**config.mk**
```make
export PLATFORM = sky130hd
export DESIGN_NAME = thread_scheduler_flat
export DESIGN_NICKNAME = d
export VERILOG_FILES = /design/src/rtl/thread_scheduler_if.sv /design/src/rtl/thread_scheduler.sv /design/src/flat_wrapper.sv
export SDC_FILE = /design/constraint.sdc
export NUM_CORES = 1
export LEC_CHECK = 0
export ABC_AREA = 1
export CORE_MARGIN = 4
export CORE_UTILIZATION = 47
export CTS_BUF_LIST = sky130_fd_sc_hd__clkbuf_8
export CTS_CLUSTER_DIAMETER = 40
export DETAILED_ROUTE_END_ITERATION = 8
export PLACE_DENSITY = 0.74
export SLEW_MARGIN = 20
export SYNTH_ARGS = -nofsm -noshare
export SYNTH_HDL_FRONTEND = slang
export SYNTH_SLANG_ARGS = --single-unit
```
**constraint.sdc**
```tcl
create_clock -name clk -period 4.23 [get_ports clk]
set_clock_uncertainty 0.05 [all_clocks]
set_input_delay 0.423 -clock clk [delete_from_list [all_inputs] [get_ports clk]]
set_output_delay 0.423 -clock clk [all_outputs]
set_load 0.02 [all_outputs]
```
**src/rtl/thread_scheduler_if.sv**
```systemverilog
// Launch, issue and writeback signals between the compute core and the thread scheduler.
// Issue handshake: an offer transfers on any rising edge where issue_valid and issue_ready are both 1.
// While issue_valid=1 and issue_ready=0, issue_tid and issue_pc stay stable.
interface thread_scheduler_if #(
  parameter int NUM_THREADS = 4,
  parameter int PC_WIDTH    = 8,
  parameter int TID_WIDTH   = 2
);
  logic                            start;
  logic [TID_WIDTH:0]              thread_count;
  logic [PC_WIDTH-1:0]             start_pc;
  logic                            issue_valid;
  logic                            issue_ready;
  logic [TID_WIDTH-1:0]            issue_tid;
  logic [PC_WIDTH-1:0]             issue_pc;
  logic                            wb_valid;
  logic [TID_WIDTH-1:0]            wb_tid;
  logic                            wb_halt;
  logic                            wb_branch;
  logic [PC_WIDTH-1:0]             wb_target;
  logic                            busy;
  logic                            done;
  logic                            halt;
  logic                            protocol_err;
  logic [NUM_THREADS*PC_WIDTH-1:0] pc_flat;
  logic [1:0]                      dbg_state;

  modport master (
    output start, thread_count, start_pc, issue_ready,
    output wb_valid, wb_tid, wb_halt, wb_branch, wb_target,
    input  issue_valid, issue_tid, issue_pc, busy, done, halt, protocol_err, pc_flat, dbg_state
  );

  modport slave (
    input  start, thread_count, start_pc, issue_ready,
    input  wb_valid, wb_tid, wb_halt, wb_branch, wb_target,
    output issue_valid, issue_tid, issue_pc, busy, done, halt, protocol_err, pc_flat, dbg_state
  );
endinterface

```
**src/rtl/thread_scheduler.sv**
```systemverilog
// Per-thread PC and round-robin issue scheduler: launches threads at a common PC,
// offers one READY thread per cycle, and updates PCs from execute writeback.
module thread_scheduler #(
  parameter int NUM_THREADS = 4,
  parameter int PC_WIDTH    = 8,
  parameter int TID_WIDTH   = 2
) (
  input  logic              clk,
  input  logic              reset,
  thread_scheduler_if.slave bus
);

  typedef enum logic [1:0] {S_IDLE = 2'd0, S_RUN = 2'd1, S_DONE = 2'd2} state_e;
  typedef enum logic [1:0] {T_OFF, T_READY, T_WAIT, T_HALTED} tstate_e;

  state_e               r_state, w_state_n;
  tstate_e              r_tstate   [NUM_THREADS];
  tstate_e              w_tstate_n [NUM_THREADS];
  logic [PC_WIDTH-1:0]  r_pc       [NUM_THREADS];
  logic [PC_WIDTH-1:0]  w_pc_n     [NUM_THREADS];
  logic [TID_WIDTH-1:0] r_ptr, w_ptr_n;
  logic                 r_offer_valid, w_offer_valid_n;
  logic [TID_WIDTH-1:0] r_offer_tid, w_offer_tid_n;
  logic [PC_WIDTH-1:0]  r_offer_pc, w_offer_pc_n;
  logic                 r_done, w_done_n;
  logic                 r_err, w_err_n;
  logic                 w_accept, w_start_ok, w_wb_legal, w_found, w_active;
  logic [TID_WIDTH:0]   w_count;
  int                   w_idx;

  always_ff @(posedge clk or negedge reset) begin
    if (!reset) begin
      r_state       <= S_IDLE;
      for (int i = 0; i < NUM_THREADS; i++) begin
        r_tstate[i] <= T_OFF;
        r_pc[i]     <= '0;
      end
      r_ptr         <= '0;
      r_offer_valid <= 1'b0;
      r_offer_tid   <= '0;
      r_offer_pc    <= '0;
      r_done        <= 1'b0;
      r_err         <= 1'b0;
    end else begin
      r_state       <= w_state_n;
      r_tstate      <= w_tstate_n;
      r_pc          <= w_pc_n;
      r_ptr         <= w_ptr_n;
      r_offer_valid <= w_offer_valid_n;
      r_offer_tid   <= w_offer_tid_n;
      r_offer_pc    <= w_offer_pc_n;
      r_done        <= w_done_n;
      r_err         <= w_err_n;
    end
  end

  always_comb begin
    w_state_n       = r_state;
    w_tstate_n      = r_tstate;
    w_pc_n          = r_pc;
    w_ptr_n         = r_ptr;
    w_offer_valid_n = r_offer_valid;
    w_offer_tid_n   = r_offer_tid;
    w_offer_pc_n    = r_offer_pc;
    w_done_n        = 1'b0;
    w_err_n         = r_err;
    w_found         = 1'b0;
    w_active        = 1'b0;
    w_idx           = 0;
    w_accept        = r_offer_valid & bus.issue_ready;
    w_start_ok      = bus.start & (r_state != S_RUN);
    w_count         = (int'(bus.thread_count) > NUM_THREADS) ?
                      (TID_WIDTH+1)'(NUM_THREADS) : bus.thread_count;
    // The offered thread is still READY, so a writeback racing its accept is illegal here.
    w_wb_legal      = bus.wb_valid && (int'(bus.wb_tid) < NUM_THREADS) &&
                      (r_tstate[bus.wb_tid] == T_WAIT);

    if (w_start_ok) begin
      for (int i = 0; i < NUM_THREADS; i++) begin
        if (i < int'(w_count)) begin
          w_tstate_n[i] = T_READY;
          w_pc_n[i]     = bus.start_pc;
        end else begin
          w_tstate_n[i] = T_OFF;
        end
      end
      w_ptr_n         = '0;
      w_err_n         = 1'b0;
      w_offer_valid_n = 1'b0;
      if (w_count == '0) begin
        w_state_n = S_DONE;
        w_done_n  = 1'b1;
      end else begin
        w_state_n = S_RUN;
      end
    end else begin
      if (w_accept) begin
        w_tstate_n[r_offer_tid] = T_WAIT;
        w_ptr_n = (int'(r_offer_tid) == NUM_THREADS - 1) ? '0 : r_offer_tid + 1'b1;
      end

      if (bus.wb_valid) begin
        if (w_wb_legal) begin
          if (bus.wb_halt) begin
            w_tstate_n[bus.wb_tid] = T_HALTED;
          end else if (bus.wb_branch) begin
            w_tstate_n[bus.wb_tid] = T_READY;
            w_pc_n[bus.wb_tid]     = bus.wb_target;
          end else begin
            w_tstate_n[bus.wb_tid] = T_READY;
            w_pc_n[bus.wb_tid]     = r_pc[bus.wb_tid] + 1'b1;
          end
        end else begin
          w_err_n = 1'b1;
        end
      end

      // Selection sees only threads READY before this edge; w_ptr_n already points past an accept.
      if ((r_state == S_RUN) && (!r_offer_valid || w_accept)) begin
        w_offer_valid_n = 1'b0;
        for (int j = 0; j < NUM_THREADS; j++) begin
          w_idx = (int'(w_ptr_n) + j) % NUM_THREADS;
          if (!w_found && (r_tstate[TID_WIDTH'(w_idx)] == T_READY) &&
              !(w_accept && (w_idx == int'(r_offer_tid)))) begin
            w_found         = 1'b1;
            w_offer_valid_n = 1'b1;
            w_offer_tid_n   = TID_WIDTH'(w_idx);
            w_offer_pc_n    = r_pc[TID_WIDTH'(w_idx)];
          end
        end
      end

      if (r_state == S_RUN) begin
        for (int i = 0; i < NUM_THREADS; i++) begin
          if ((w_tstate_n[i] == T_READY) || (w_tstate_n[i] == T_WAIT)) w_active = 1'b1;
        end
        if (!w_active) begin
          w_state_n       = S_DONE;
          w_done_n        = 1'b1;
          w_offer_valid_n = 1'b0;
        end
      end
    end
  end

  assign bus.issue_valid  = r_offer_valid;
  assign bus.issue_tid    = r_offer_tid;
  assign bus.issue_pc     = r_offer_pc;
  assign bus.busy         = (r_state == S_RUN);
  assign bus.done         = r_done;
  assign bus.halt         = (r_state == S_DONE);
  assign bus.protocol_err = r_err;
  assign bus.dbg_state    = r_state;

  for (genvar g = 0; g < NUM_THREADS; g++) begin : g_pc_flat
    assign bus.pc_flat[g*PC_WIDTH +: PC_WIDTH] = r_pc[g];
  end

endmodule

```
**src/flat_wrapper.sv**
```systemverilog
// flat-port wrapper written by rule: the top's interface ports become plain ports
module thread_scheduler_flat 
#(
  parameter int NUM_THREADS = 4,
  parameter int PC_WIDTH    = 8,
  parameter int TID_WIDTH   = 2
)
  (clk, reset, bus_start, bus_thread_count, bus_start_pc, bus_issue_ready, bus_wb_valid, bus_wb_tid, bus_wb_halt, bus_wb_branch, bus_wb_target, bus_issue_valid, bus_issue_tid, bus_issue_pc, bus_busy, bus_done, bus_halt, bus_protocol_err, bus_pc_flat, bus_dbg_state);
  thread_scheduler_if #(.NUM_THREADS(NUM_THREADS), .PC_WIDTH(PC_WIDTH), .TID_WIDTH(TID_WIDTH)) bus_i ();
  input  logic clk;
  input  logic reset;
  input wire logic [$bits(bus_i.start)-1:0] bus_start;
  input wire logic [$bits(bus_i.thread_count)-1:0] bus_thread_count;
  input wire logic [$bits(bus_i.start_pc)-1:0] bus_start_pc;
  input wire logic [$bits(bus_i.issue_ready)-1:0] bus_issue_ready;
  input wire logic [$bits(bus_i.wb_valid)-1:0] bus_wb_valid;
  input wire logic [$bits(bus_i.wb_tid)-1:0] bus_wb_tid;
  input wire logic [$bits(bus_i.wb_halt)-1:0] bus_wb_halt;
  input wire logic [$bits(bus_i.wb_branch)-1:0] bus_wb_branch;
  input wire logic [$bits(bus_i.wb_target)-1:0] bus_wb_target;
  output wire logic [$bits(bus_i.issue_valid)-1:0] bus_issue_valid;
  output wire logic [$bits(bus_i.issue_tid)-1:0] bus_issue_tid;
  output wire logic [$bits(bus_i.issue_pc)-1:0] bus_issue_pc;
  output wire logic [$bits(bus_i.busy)-1:0] bus_busy;
  output wire logic [$bits(bus_i.done)-1:0] bus_done;
  output wire logic [$bits(bus_i.halt)-1:0] bus_halt;
  output wire logic [$bits(bus_i.protocol_err)-1:0] bus_protocol_err;
  output wire logic [$bits(bus_i.pc_flat)-1:0] bus_pc_flat;
  output wire logic [$bits(bus_i.dbg_state)-1:0] bus_dbg_state;
  assign bus_i.start = bus_start;
  assign bus_i.thread_count = bus_thread_count;
  assign bus_i.start_pc = bus_start_pc;
  assign bus_i.issue_ready = bus_issue_ready;
  assign bus_i.wb_valid = bus_wb_valid;
  assign bus_i.wb_tid = bus_wb_tid;
  assign bus_i.wb_halt = bus_wb_halt;
  assign bus_i.wb_branch = bus_wb_branch;
  assign bus_i.wb_target = bus_wb_target;
  assign bus_issue_valid = bus_i.issue_valid;
  assign bus_issue_tid = bus_i.issue_tid;
  assign bus_issue_pc = bus_i.issue_pc;
  assign bus_busy = bus_i.busy;
  assign bus_done = bus_i.done;
  assign bus_halt = bus_i.halt;
  assign bus_protocol_err = bus_i.protocol_err;
  assign bus_pc_flat = bus_i.pc_flat;
  assign bus_dbg_state = bus_i.dbg_state;
  thread_scheduler #(.NUM_THREADS(NUM_THREADS), .PC_WIDTH(PC_WIDTH), .TID_WIDTH(TID_WIDTH)) u_core (.clk(clk), .reset(reset), .bus(bus_i));
endmodule
```
==> key figures <==
Outcome
  – Run status: finished, final reports clean

Cells and area
  – Storage element area: 0.00143 sq mm
  – Share of layout cells above drive strength 1: 7.86%
  – Fin area: 0.00586 sq mm
  – Utilization after layout: 59.1%
  – Area occupied by multi-input gates: 0.00294 sq mm
  – N_diodes: 0
  – NumNets Final: 880
  – Fillers: 957
  – Layout area overhead: 21.1%

Setup path
  – Crit. End Element: flip-flop
  – Worst R2R Start: u_core.bus.issue_tid[0]$_DFFE_PN0P_
  – WS Path Type: flip-flop to flip-flop
  – Critical path peak fanout: 25
  – Worst R2R Path Depth: 15
  – WP data arrival: 3450 ps
  – Critical path data required time: 4420 ps
  – Startpoint Class: flip-flop
  – RR Endpoint: u_core.bus.issue_tid[0]$_DFFE_PN0P_
  – FF-to-FF setup slack: 970 ps

STA
  – TNS Setup: 0 ps
  – Final hold vios: 0
  – Final WS setup: 973 ps
  – Final worst-path cycle share: 77.0%
  – Slew Limit Fails: 0
  – Final setup viols: 0
  – Min cycle time layout: 3260 ps
  – Max Clock Freq: 307 MHz
  – RSZ-0062 raised after global routing: no
  – Worst slew pin tran: ~750 ps
  – Relative slew slack: 50.2%

Yosys
  – Yosys warns: 0
  – Post-synthesis sequential area ratio: 29.5%
  – Most used DFF post-synth: dfrtp_1
  – Synth Register Bits: 57
  – Cells after Synth: about 780
  – Mapped Area: slightly below 0.005 sq mm
  – Syn_nets: just over 800
  – Number of enable flip-flop cells after synthesis: 0
  – Syn Area/Cell: between 6 and 7 sq um
  – Async SR Flop Fraction: 100%
  – Cell variety after synth: 43

Floorplanning
  – # IOs: 77
  – Die area: 0.0120 sq mm
  – Initial Utilization: 48.8%
  – Row count: 36
  – Die X: 109 microns
  – Core area: 0.00991 sq mm
  – Die height: 109 microns

Global route
  – Largest net degree at the start of global routing: 72
  – Total grt overflow: 0
  – First-pass GRT wire length: ~25 mm
  – Tot GR Track Use: about a quarter
  – Vias in the first global route: 5053
  – Initial antenna violation count: 0

Detailed routing
  – Vias: 5202
  – WL final: around 15 mm
  – Iteration-0 DRC Markers: between 500 and 600
  – Via density: 5.28
  – Post-route antenna net violation count: 0
  – Routed len/inst: 15.1 microns
  – DRC Markers: 0
  – DR pass1 iterations: 6

Placement
  – Gp weighted congestion: about 0.92
  – Worst slack, placed: 884 ps
  – Port Buffers: 76
  – Area post-placement: 0.00566 sq mm
  – Detailed Place HPWL: 11.2 mm

Clock tree
  – Maximum clock insertion buffer count: 2
  – PostCTS Resize Cnt: 0
  – Clk_lat worst skew: between 300 and 400 ps
  – Clk slew on worst S/H paths: ~80 ps
  – CTS tree: yes
  – Setup Fix Bufs, Post-CTS: 0
  – Sink Count: 57
  – Root Buffer: clkbuf_8
  – H-Tree Depth: 3
  – # hold bufs at CTS: 0
  – Inserted Clock Buffers: 9

Power
  – Peak VDD IR: ~430 uV
  – Leak pwr: ~2.8 nW
  – Pwr dens: about 900 mW/mm^2

Worst hold path
  – Worst Hold Class: input port to asynchronous set/reset pin

Flow run
  – Max Cap Viol: 0
[worst max-delay path by stage]
| stage | end | start | cells after the start |
|---|---|---|---|
| floorplan | u_core.bus.issue_tid[1]$_DFFE_PN0P_ | u_core.bus.issue_tid[0]$_DFFE_PN0P_ | 17 |
| global placement | u_core.bus.issue_tid[0]$_DFFE_PN0P_ | bus_issue_ready | 15 |
| detailed placement | u_core.bus.issue_pc[7]$_DFFE_PN0P_ | bus_issue_ready | 15 |
| CTS | u_core.bus.issue_tid[0]$_DFFE_PN0P_ | u_core.bus.issue_tid[0]$_DFFE_PN0P_ | 15 |
| global route | u_core.bus.issue_pc[1]$_DFFE_PN0P_ | u_core.bus.issue_tid[1]$_DFFE_PN0P_ | 15 |
| finish | u_core.bus.issue_tid[0]$_DFFE_PN0P_ | u_core.bus.issue_tid[0]$_DFFE_PN0P_ | 15 |
[area by class of cell]
| class | instances | share of cell area [%] |
|---|---|---|
| inverter | 86 | 5.51 |
| sequential | 57 | 24.4 |
| multi-input combinational | 610 | 50.1 |
| clock buffer | 9 | 2.12 |
| timing repair buffer | 83 | 13.8 |
| tap | 133 | 2.84 |
| clock inverter | 7 | 1.22 |
[power by group]
group	internal, W	switching [W]	total, W	leakage, nW
Combinational	0.00133	0.00232	0.00365	2.04
Clock	0.000271	0.000245	0.000517	0.0970
Sequential	0.000801	0.000288	0.00109	0.701
[synth_stat cells (2+ instances only)]
| library cell | number | area [sq um] |
|---|---|---|
| buf_6 | 5 | 56.3 |
| buf_2 | 8 | 40.0 |
| buf_1 | 2 | 7.51 |
| a21oi_2 | 2 | 17.5 |
| inv_1 | 79 | 297 |
| nand3_1 | 46 | 230 |
| xnor2_1 | 2 | 17.5 |
| a31oi_1 | 3 | 18.8 |
| ha_1 | 5 | 62.6 |
| o21a_1 | 7 | 52.6 |
| clkbuf_1 | 7 | 26.3 |
| nand2_4 | 8 | 90.1 |
| inv_2 | 6 | 22.5 |
| or2_2 | 4 | 25.0 |
| nor2_2 | 3 | 18.8 |
| nand2_2 | 7 | 43.8 |
| o21ai_0 | 95 | 475 |
| a21oi_1 | 26 | 130 |
| nor2_1 | 123 | 462 |
| nor3_1 | 3 | 15.0 |
| nor2_4 | 2 | 22.5 |
| nand3_2 | 6 | 60.1 |
| mux2i_1 | 3 | 30.0 |
| a22oi_1 | 6 | 45.0 |
| nand3_4 | 2 | 35.0 |
| nand4_1 | 11 | 68.8 |
| dfrtp_1 | 57 | 1430 |
| nand2_1 | 223 | 837 |
| o21ai_1 | 9 | 45.0 |
| buf_4 | 2 | 15.0 |
| or2_1 | 4 | 25.0 |
[critical path, stage by stage (launching register included)]
cell and delay (ps):
dfrtp_1 510, inv_1 150, ha_1 320, nand3_2 120, nand2_4 250, inv_2 230, nand2_1 170, nand2_4 150
nand2_1 100, nand2_1 80, nand3_4 240, nand3b_4 130, o21ai_4 390, inv_1 110, nand3_1 100, nand2_1 50
[cells by family after synthesis]
| kind of cell | share of synthesized area (%) |
|---|---|
| muxes | 0.621 |
| and+or+nand+nor | 41.3 |
| DFF | 29.5 |
| adders and majority gates | 1.29 |
| buffers and inverters | 9.78 |
| xor gates and xnor gates | 0.543 |
| AOI/OAI and AO/OA | 17.0 |
[per-layer routing]
metal | up-vias | routed length, microns | track usage [%]
li1 | 2626 | - | -
met5 | - | 0 | 0
met1 | 2329 | 6840 | 36.6
met2 | 229 | 6550 | 41.2
met3 | 18 | 1230 | 5.70
met4 | 0 | 229 | 7.30
[cell usage in the layout (no fill, tap or decap), types with 6 or more instances in the layout]
| master | count |
|---|---|
| nor2_1 | 123 |
| nand4_1 | 11 |
| clkdlybuf4s50_1 | 75 |
| buf_4 | 7 |
| a21oi_1 | 26 |
| nand3_2 | 6 |
| dfrtp_1 | 57 |
| o21ai_0 | 95 |
| nand3_1 | 46 |
| a22oi_1 | 6 |
| clkbuf_8 | 9 |
| o21a_1 | 7 |
| inv_1 | 80 |
| nand2_2 | 7 |
| inv_2 | 6 |
| o21ai_1 | 9 |
| nand2_4 | 8 |
| nand2_1 | 223 |
[sequential cells by signal, summed over array words and instances (netlist names)]
name	count
u_core.bus.pc_flat	32
u_core.r_ptr	2
u_core.bus.done	1
u_core.bus.issue_valid	1
u_core.bus.issue_tid	2
u_core.bus.protocol_err	1
u_core.bus.issue_pc	8
u_core.r_tstate	8
u_core.bus.dbg_state	2
[stage by stage]
| step | power (W) | hold slack [ps] | instances |
|---|---|---|---|
| after floorplan | 0.00372 | 77.4 | 778 |
| after global placement | 0.00464 | 414 | 969 |
| after detailed placement | 0.00470 | 415 | 969 |
| after CTS | 0.00524 | 187 | 985 |
| after global routing | 0.00584 | 225 | 985 |
| final | 0.00525 | 173 | 985 |
(Power assumes the default switching activity.)
